===== src/rtl/flt2int_pkg.sv =====
// Shared types and constants for the 16-bit float to sign-magnitude integer converter.
package flt2int_pkg;

    typedef enum logic [2:0] {
        IDLE,
        RD_HI,
        RD_LO,
        SHIFT,
        ROUND,
        WR_HI,
        WR_LO
    } state_t;

    localparam int unsigned EXP_W        = 5;
    localparam int unsigned MAN_W        = 10;
    localparam int unsigned BIAS         = 15;
    localparam int unsigned EXP_SAT      = 30;
    localparam int unsigned EXP_ZERO_MAX = 13;
    localparam int unsigned ACC_W        = 15;
    // Exponent at which {1,m} already sits at integer weight (no shift needed).
    localparam int unsigned EXP_UNIT     = BIAS + MAN_W;

    localparam logic [ACC_W-1:0] MAG_MAX = 15'h7FFF;

endpackage


===== src/rtl/flt2int_round.sv =====
// Round-to-nearest-even on the aligned significand, given the guard and sticky bits.
module flt2int_round
    import flt2int_pkg::*;
(
    input  logic [ACC_W-1:0] acc,
    input  logic             guard,
    input  logic             sticky,
    output logic [ACC_W-1:0] mag
);

    logic inc;

    always_comb begin
        inc = guard & (sticky | acc[0]);
        mag = acc + {{(ACC_W-1){1'b0}}, inc};
    end

endmodule


===== src/rtl/flt2int.sv =====
// Reads a half-precision float from data_mem and writes back a 16-bit sign-magnitude integer.
// Defining FLT2INT_BARREL_EN replaces the iterative SHIFT state with a single-cycle shifter.
module flt2int
    import flt2int_pkg::*;
#(
    parameter logic [7:0] SRC_ADDR = 8'd5,
    parameter logic [7:0] DST_ADDR = 8'd1
) (
    input  logic       clk,
    input  logic       reset,
    input  logic       start,
    output logic       busy,
    output logic       done,
    output logic [7:0] DataAddress,
    output logic       ReadMem,
    output logic       WriteMem,
    output logic [7:0] DataIn,
    input  logic [7:0] DataOut
);

    state_t state_q, state_d;

    logic [7:0]       f_hi_q;
    logic             sign_q;
    logic [ACC_W-1:0] mag_q;
    logic [ACC_W-1:0] acc_q;
    logic             guard_q;
    logic             sticky_q;
    logic             done_q;

    // Decode of the float as it completes in RD_LO: high byte registered, low byte live.
    logic [15:0]      f_w;
    logic [EXP_W-1:0] exp_w;
    logic [MAN_W:0]   sig_w;
    logic             is_zero, is_sat, is_small, is_special;
    logic             shift_left;
    logic [3:0]       shift_amt;
    logic [ACC_W-1:0] acc_init;
    logic             guard_init;
    logic             sticky_init;
    logic [ACC_W-1:0] mag_rnd;

    always_comb begin
        f_w        = {f_hi_q, DataOut};
        exp_w      = f_w[14:10];
        sig_w      = {1'b1, f_w[MAN_W-1:0]};
        is_zero    = (exp_w == '0);
        is_sat     = (exp_w >= EXP_W'(EXP_SAT));
        is_small   = (exp_w <= EXP_W'(EXP_ZERO_MAX));
        is_special = is_zero | is_sat | is_small;
        shift_left = (exp_w > EXP_W'(EXP_UNIT));
        shift_amt  = shift_left ? 4'(exp_w - EXP_W'(EXP_UNIT))
                                : 4'(EXP_W'(EXP_UNIT) - exp_w);
    end

`ifdef FLT2INT_BARREL_EN
    logic [2*MAN_W+1:0] rsh_w;

    always_comb begin
        rsh_w = {sig_w, {(MAN_W+1){1'b0}}} >> shift_amt;
        if (shift_left) begin
            acc_init    = ACC_W'(sig_w) << shift_amt;
            guard_init  = 1'b0;
            sticky_init = 1'b0;
        end else begin
            acc_init    = ACC_W'(rsh_w[2*MAN_W+1:MAN_W+1]);
            guard_init  = rsh_w[MAN_W];
            sticky_init = |rsh_w[MAN_W-1:0];
        end
    end
`else
    logic       left_q;
    logic [3:0] cnt_q;

    always_comb begin
        acc_init    = ACC_W'(sig_w);
        guard_init  = 1'b0;
        sticky_init = 1'b0;
    end
`endif

    flt2int_round u_round (
        .acc    (acc_q),
        .guard  (guard_q),
        .sticky (sticky_q),
        .mag    (mag_rnd)
    );

    always_ff @(posedge clk) begin
        if (!reset) begin
            state_q <= IDLE;
        end else begin
            state_q <= state_d;
        end
    end

    always_comb begin
        state_d = state_q;
        case (state_q)
            IDLE:  if (start) state_d = RD_HI;
            RD_HI: state_d = RD_LO;
            RD_LO: begin
                if (is_special) begin
                    state_d = WR_HI;
                end else begin
`ifdef FLT2INT_BARREL_EN
                    state_d = ROUND;
`else
                    state_d = (shift_amt != 4'd0) ? SHIFT : ROUND;
`endif
                end
            end
`ifndef FLT2INT_BARREL_EN
            SHIFT: if (cnt_q == 4'd1) state_d = ROUND;
`endif
            ROUND: state_d = WR_HI;
            WR_HI: state_d = WR_LO;
            WR_LO: state_d = IDLE;
            default: state_d = IDLE;
        endcase
    end

    always_ff @(posedge clk) begin
        if (!reset) begin
            f_hi_q   <= '0;
            sign_q   <= 1'b0;
            mag_q    <= '0;
            acc_q    <= '0;
            guard_q  <= 1'b0;
            sticky_q <= 1'b0;
            done_q   <= 1'b0;
`ifndef FLT2INT_BARREL_EN
            left_q   <= 1'b0;
            cnt_q    <= '0;
`endif
        end else begin
            case (state_q)
                IDLE:  if (start) done_q <= 1'b0;
                RD_HI: f_hi_q <= DataOut;
                RD_LO: begin
                    sign_q <= f_w[15];
                    if (is_zero || is_small) begin
                        mag_q <= '0;
                    end else if (is_sat) begin
                        mag_q <= MAG_MAX;
                    end else begin
                        acc_q    <= acc_init;
                        guard_q  <= guard_init;
                        sticky_q <= sticky_init;
`ifndef FLT2INT_BARREL_EN
                        left_q   <= shift_left;
                        cnt_q    <= shift_amt;
`endif
                    end
                end
`ifndef FLT2INT_BARREL_EN
                SHIFT: begin
                    cnt_q <= cnt_q - 4'd1;
                    if (left_q) begin
                        acc_q <= acc_q << 1;
                    end else begin
                        acc_q    <= acc_q >> 1;
                        guard_q  <= acc_q[0];
                        sticky_q <= sticky_q | guard_q;
                    end
                end
`endif
                ROUND: mag_q <= mag_rnd;
                WR_LO: done_q <= 1'b1;
                default: ;
            endcase
        end
    end

    always_comb begin
        busy        = (state_q != IDLE);
        done        = done_q;
        DataAddress = 8'd0;
        ReadMem     = 1'b0;
        WriteMem    = 1'b0;
        DataIn      = 8'd0;
        case (state_q)
            RD_HI: begin
                DataAddress = SRC_ADDR;
                ReadMem     = 1'b1;
            end
            RD_LO: begin
                DataAddress = SRC_ADDR + 8'd1;
                ReadMem     = 1'b1;
            end
            WR_HI: begin
                DataAddress = DST_ADDR;
                DataIn      = {sign_q, mag_q[14:8]};
                WriteMem    = 1'b1;
            end
            WR_LO: begin
                DataAddress = DST_ADDR + 8'd1;
                DataIn      = mag_q[7:0];
                WriteMem    = 1'b1;
            end
            default: ;
        endcase
    end

endmodule


===== config.mk =====
export PLATFORM = sky130hd
export DESIGN_NAME = flt2int
export DESIGN_NICKNAME = d
export VERILOG_FILES = /design/src/rtl/flt2int_pkg.sv /design/src/rtl/flt2int_round.sv /design/src/rtl/flt2int.sv
export SDC_FILE = /design/constraint.sdc
export NUM_CORES = 1
export LEC_CHECK = 0
export ABC_AREA = 0
export BUFFER_PORTS_ARGS = -buffer_cell sky130_fd_sc_hd__clkbuf_2
export CORE_AREA = 10 10 84 86
export DETAILED_ROUTE_END_ITERATION = 12
export DIE_AREA = 0 0 94 96
export PLACE_DENSITY = 0.82
export SLEW_MARGIN = 20
export SYNTH_ARGS = -nofsm -noshare
export SYNTH_HDL_FRONTEND = slang
export SYNTH_HIERARCHICAL = 1
export SYNTH_SLANG_ARGS = --single-unit

===== constraint.sdc =====
create_clock -name clk -period 2.1 [get_ports clk]
set_clock_uncertainty 0.1 [all_clocks]
set_input_delay 0.315 -clock clk [delete_from_list [all_inputs] [get_ports clk]]
set_output_delay 0.315 -clock clk [all_outputs]
set_load 0.1 [all_outputs]

==> metrics <==
total number of vias=between 2000 and 3000; Seq cells post-synth=50; Mapped Area=between 3000 and 4000 µm²; Primary FF master, synth=dfxtp_1; die width=about 94 µm; cells along the critical path=buf_4 -> nor2b_2 -> a22oi_1 -> nor2b_4 -> buf_12; Final Max Slew Viols=0; CP max stage delay=~0.37 ns; R2R depth=7; CTS tree=built; static leakage=around 1.4 nW; Slew headroom=between 60% and 70%; clk buf depth=2; WHS Path Cells=3; met2 wire length=4120 µm; top cell type's share of synthesized area=between 30% and 40%; IO Pins=31; dpl ws=0.0457 ns; CP Class=flip-flop to primary output; first-pass GRT wire length=between 10000 and 15000 µm; H-tree levels=2; Final Hold Viols=0; Final ANT Viol Nets=0; f_max=a little over 500 MHz; VDD IR max=approximately 0.33 mV; TritonRoute pass-1 iters=5; hpwl dp=~6000 µm; final hold slack=about 0.15 ns; Post-synth ARST share=0%; Initial Util=about 58%; post-synthesis sequential area ratio=between 30 and 40%; Routed WL=about 8300 µm; flop-to-flop setup slack=roughly 0.12 ns; die height=about 96 µm; Post-Place Cells=470; largest net degree at the start of global routing=29; outcome=finished, final reports clean; Pwr Density=596 nW/µm²; data required time of the critical path=about 1.7 ns; Final WS setup=0.112 ns; period utilisation layout=around 95%; Clk pin slew, worst setup/hold paths=~0.08 ns; CP Max Fanout=6; Vias/cell=6.24; clock tree sinks=50; Die Footprint=9020 µm²; Antenna diodes=0; dominant cells by area after synthesis=dfxtp_1 32%, a21oi_1 5.0%, ha_1 4.8%; Final GP Congestion=around 0.85; port bufs=25; met1 WL=between 3000 and 4000 µm; final non-filler cell total=between 400 and 500; worst slew pin tran=between 0.5 and 0.6 ns; worst hold path class=primary input to flip-flop; slowest CP cell=dfxtp_2; routed length on met3=486 µm; syn avg cell area=~8.4 µm²; fraction of layout cells with a size suffix above 1=about a quarter; grt total ovfl=0; clk_lat worst skew=about 0.30 ns; Layout area overhead=23.4%; max cap viols=0; synth unique cells=64; min-delay src=DataOut[4]; setup TNS=0 ns; crit path DAT=about 1.6 ns; Top Metal Used=met4; hold_buf cts=0; Worst Hold End=f_hi_q[4]; # nets final=between 400 and 500; final setup vio count=0; minimum clock period=1.99 ns; worst r2r src=f_hi_q[3]; CTS buffer count=5; post-synthesis instance total=370; Initial DRC Count=between 150 and 200; wire per inst=approximately 17 µm; Core Util, Final=between 70% and 80%; cell taking the most area after synthesis=dfxtp_1; startpoint types=flip-flop; Core ar.=approximately 5400 µm²; number of synthesized flops with an enable pin=0; CTS root buf=clkbuf_8; vias in the first global route=a little under 3000; FF-to-FF End=state_q[2]; DRC errors left=0; fillcell total=between 400 and 500; RSZ-0062 raised after global routing=no; Overall Global Routing Usage=between 15 and 20%; CP Capture Type=primary output; initial antenna violation count=0; Rows=27; Syn. warnings=6
kinds of logic after synthesis:
family / after synthesis / share of synthesized area (%)
AO/OA/AOI/OAI: 128 / 28.3
AND/OR/NAND/NOR: 100 / 17.4
flip-flops: 50 / 32.0
buffers and inverters: 44 / 6.69
multiplexers: 18 / 5.88
XOR/XNOR: 17 / 4.76
adder cells (fa/ha/maj): 12 / 4.80
other: 1 / 0.120
report_power, final:
group | total [W] | internal, W | switching, W | leakage [nW]
logic | 0.000714 | 0.000265 | 0.000449 | 0.933
clock network | 0.000563 | 0.000255 | 0.000308 | 0.0431
registers | 0.00102 | 0.000980 | 0.0000428 | 0.406
total | 0.00230 | 0.00150 | 0.000800 | 1.38
metrics by stage:
stage	area, µm²	total power, W
after floorplan	3210	0.00151
after global placement	3680	0.00170
after detailed placement	3680	0.00172
after CTS	3770	0.00227
after global routing	3860	0.00239
final	3860	0.00230
how the worst max path moves through the flow:
stage                     from        end  cells after the start  slack [ns]
floorplan           state_q[1]  DataIn[0]                      5       -0.02
global placement     f_hi_q[3]   acc_q[4]                      7        0.13
detailed placement    acc_q[0]  mag_q[13]                      7        0.05
CTS                 state_q[2]       busy                      3       0.001
global route          acc_q[0]  mag_q[13]                      7       0.002
finish              state_q[0]  DataIn[6]                      5        0.11
routing by layer:
layer	global-route usage, %	vias up
met3	4.28	17
li1	-	1414
met1	21.5	1433
met5	0	-
met2	32.3	118
met4	5.82	0
flip-flops by register name, indices dropped and copies added (netlist names):
| name | count |
|---|---|
| acc_q | 15 |
| mag_q | 15 |
| f_hi_q | 8 |
| cnt_q | 4 |
| state_q | 3 |
| done | 1 |
| guard_q | 1 |
| left_q | 1 |
| sign_q | 1 |
| sticky_q | 1 |
cells in the final DEF (no fill, tap or decap), types with 2 or more instances in the layout:
| master | synthesis | routed |
|---|---|---|
| a21oi_1 | 31 | 30 |
| nor3b_1 | 3 | 3 |
| clkbuf_2 | 0 | 11 |
| ha_1 | 12 | 11 |
| a22oi_1 | 8 | 8 |
| o21ba_2 | 2 | 2 |
| conb_1 | 1 | 5 |
| nand2b_1 | 4 | 4 |
| nor3_1 | 5 | 5 |
| mux2_2 | 3 | 3 |
| o21ai_1 | 10 | 10 |
| o2bb2ai_1 | 12 | 12 |
| o21ai_0 | 16 | 16 |
| buf_4 | 6 | 30 |
| inv_1 | 13 | 12 |
| nor2_1 | 15 | 15 |
| nor2b_4 | 0 | 7 |
| or3_1 | 4 | 4 |
| nand4_1 | 3 | 3 |
| dfxtp_1 | 50 | 47 |
| xnor2_1 | 10 | 10 |
| o211ai_1 | 20 | 20 |
| clkbuf_8 | 0 | 6 |
| buf_12 | 0 | 15 |
| dfxtp_2 | 0 | 3 |
| mux2i_1 | 15 | 15 |
| a31oi_1 | 2 | 2 |
| nor2b_2 | 0 | 3 |
| a211oi_1 | 3 | 3 |
| o22ai_1 | 2 | 2 |
| xor2_1 | 7 | 7 |
| nand3_1 | 6 | 6 |
| nand2_1 | 34 | 34 |
critical path: cells and delay by family (launching register included):
family	cells	cell delay, ns
flip-flops	1	0.37
AND/OR/NAND/NOR	2	0.37
buffers and inverters	2	0.35
AO/OA/AOI/OAI	1	0.17
Yosys cell counts (11+ instances only):
master / instances
dfxtp_1: 50
clkbuf_1: 13
o2bb2ai_1: 12
mux2i_1: 15
o21ai_0: 16
a21oi_1: 31
ha_1: 12
buf_2: 11
nor2_1: 15
nand2_1: 34
o211ai_1: 20
inv_1: 13
area by class of cell:
type | count | area (µm²) | area share [%]
multi-input combinational | 281 | 2050 | 53.2
sequential | 50 | 1000 | 26.0
timing repair buffer | 56 | 581 | 15.1
tap | 72 | 90.1 | 2.34
clock buffer | 6 | 82.6 | 2.14
inverter | 13 | 48.8 | 1.27
timing repair:
item / in CTS / in global routing
setup endpoints to repair: 11 / 36
cloned: 0 / 1
gates resized for setup: 2 / 14
setup buffers: 0 / 1
pin swaps: 0 / 1
(Power assumes the default switching activity.)
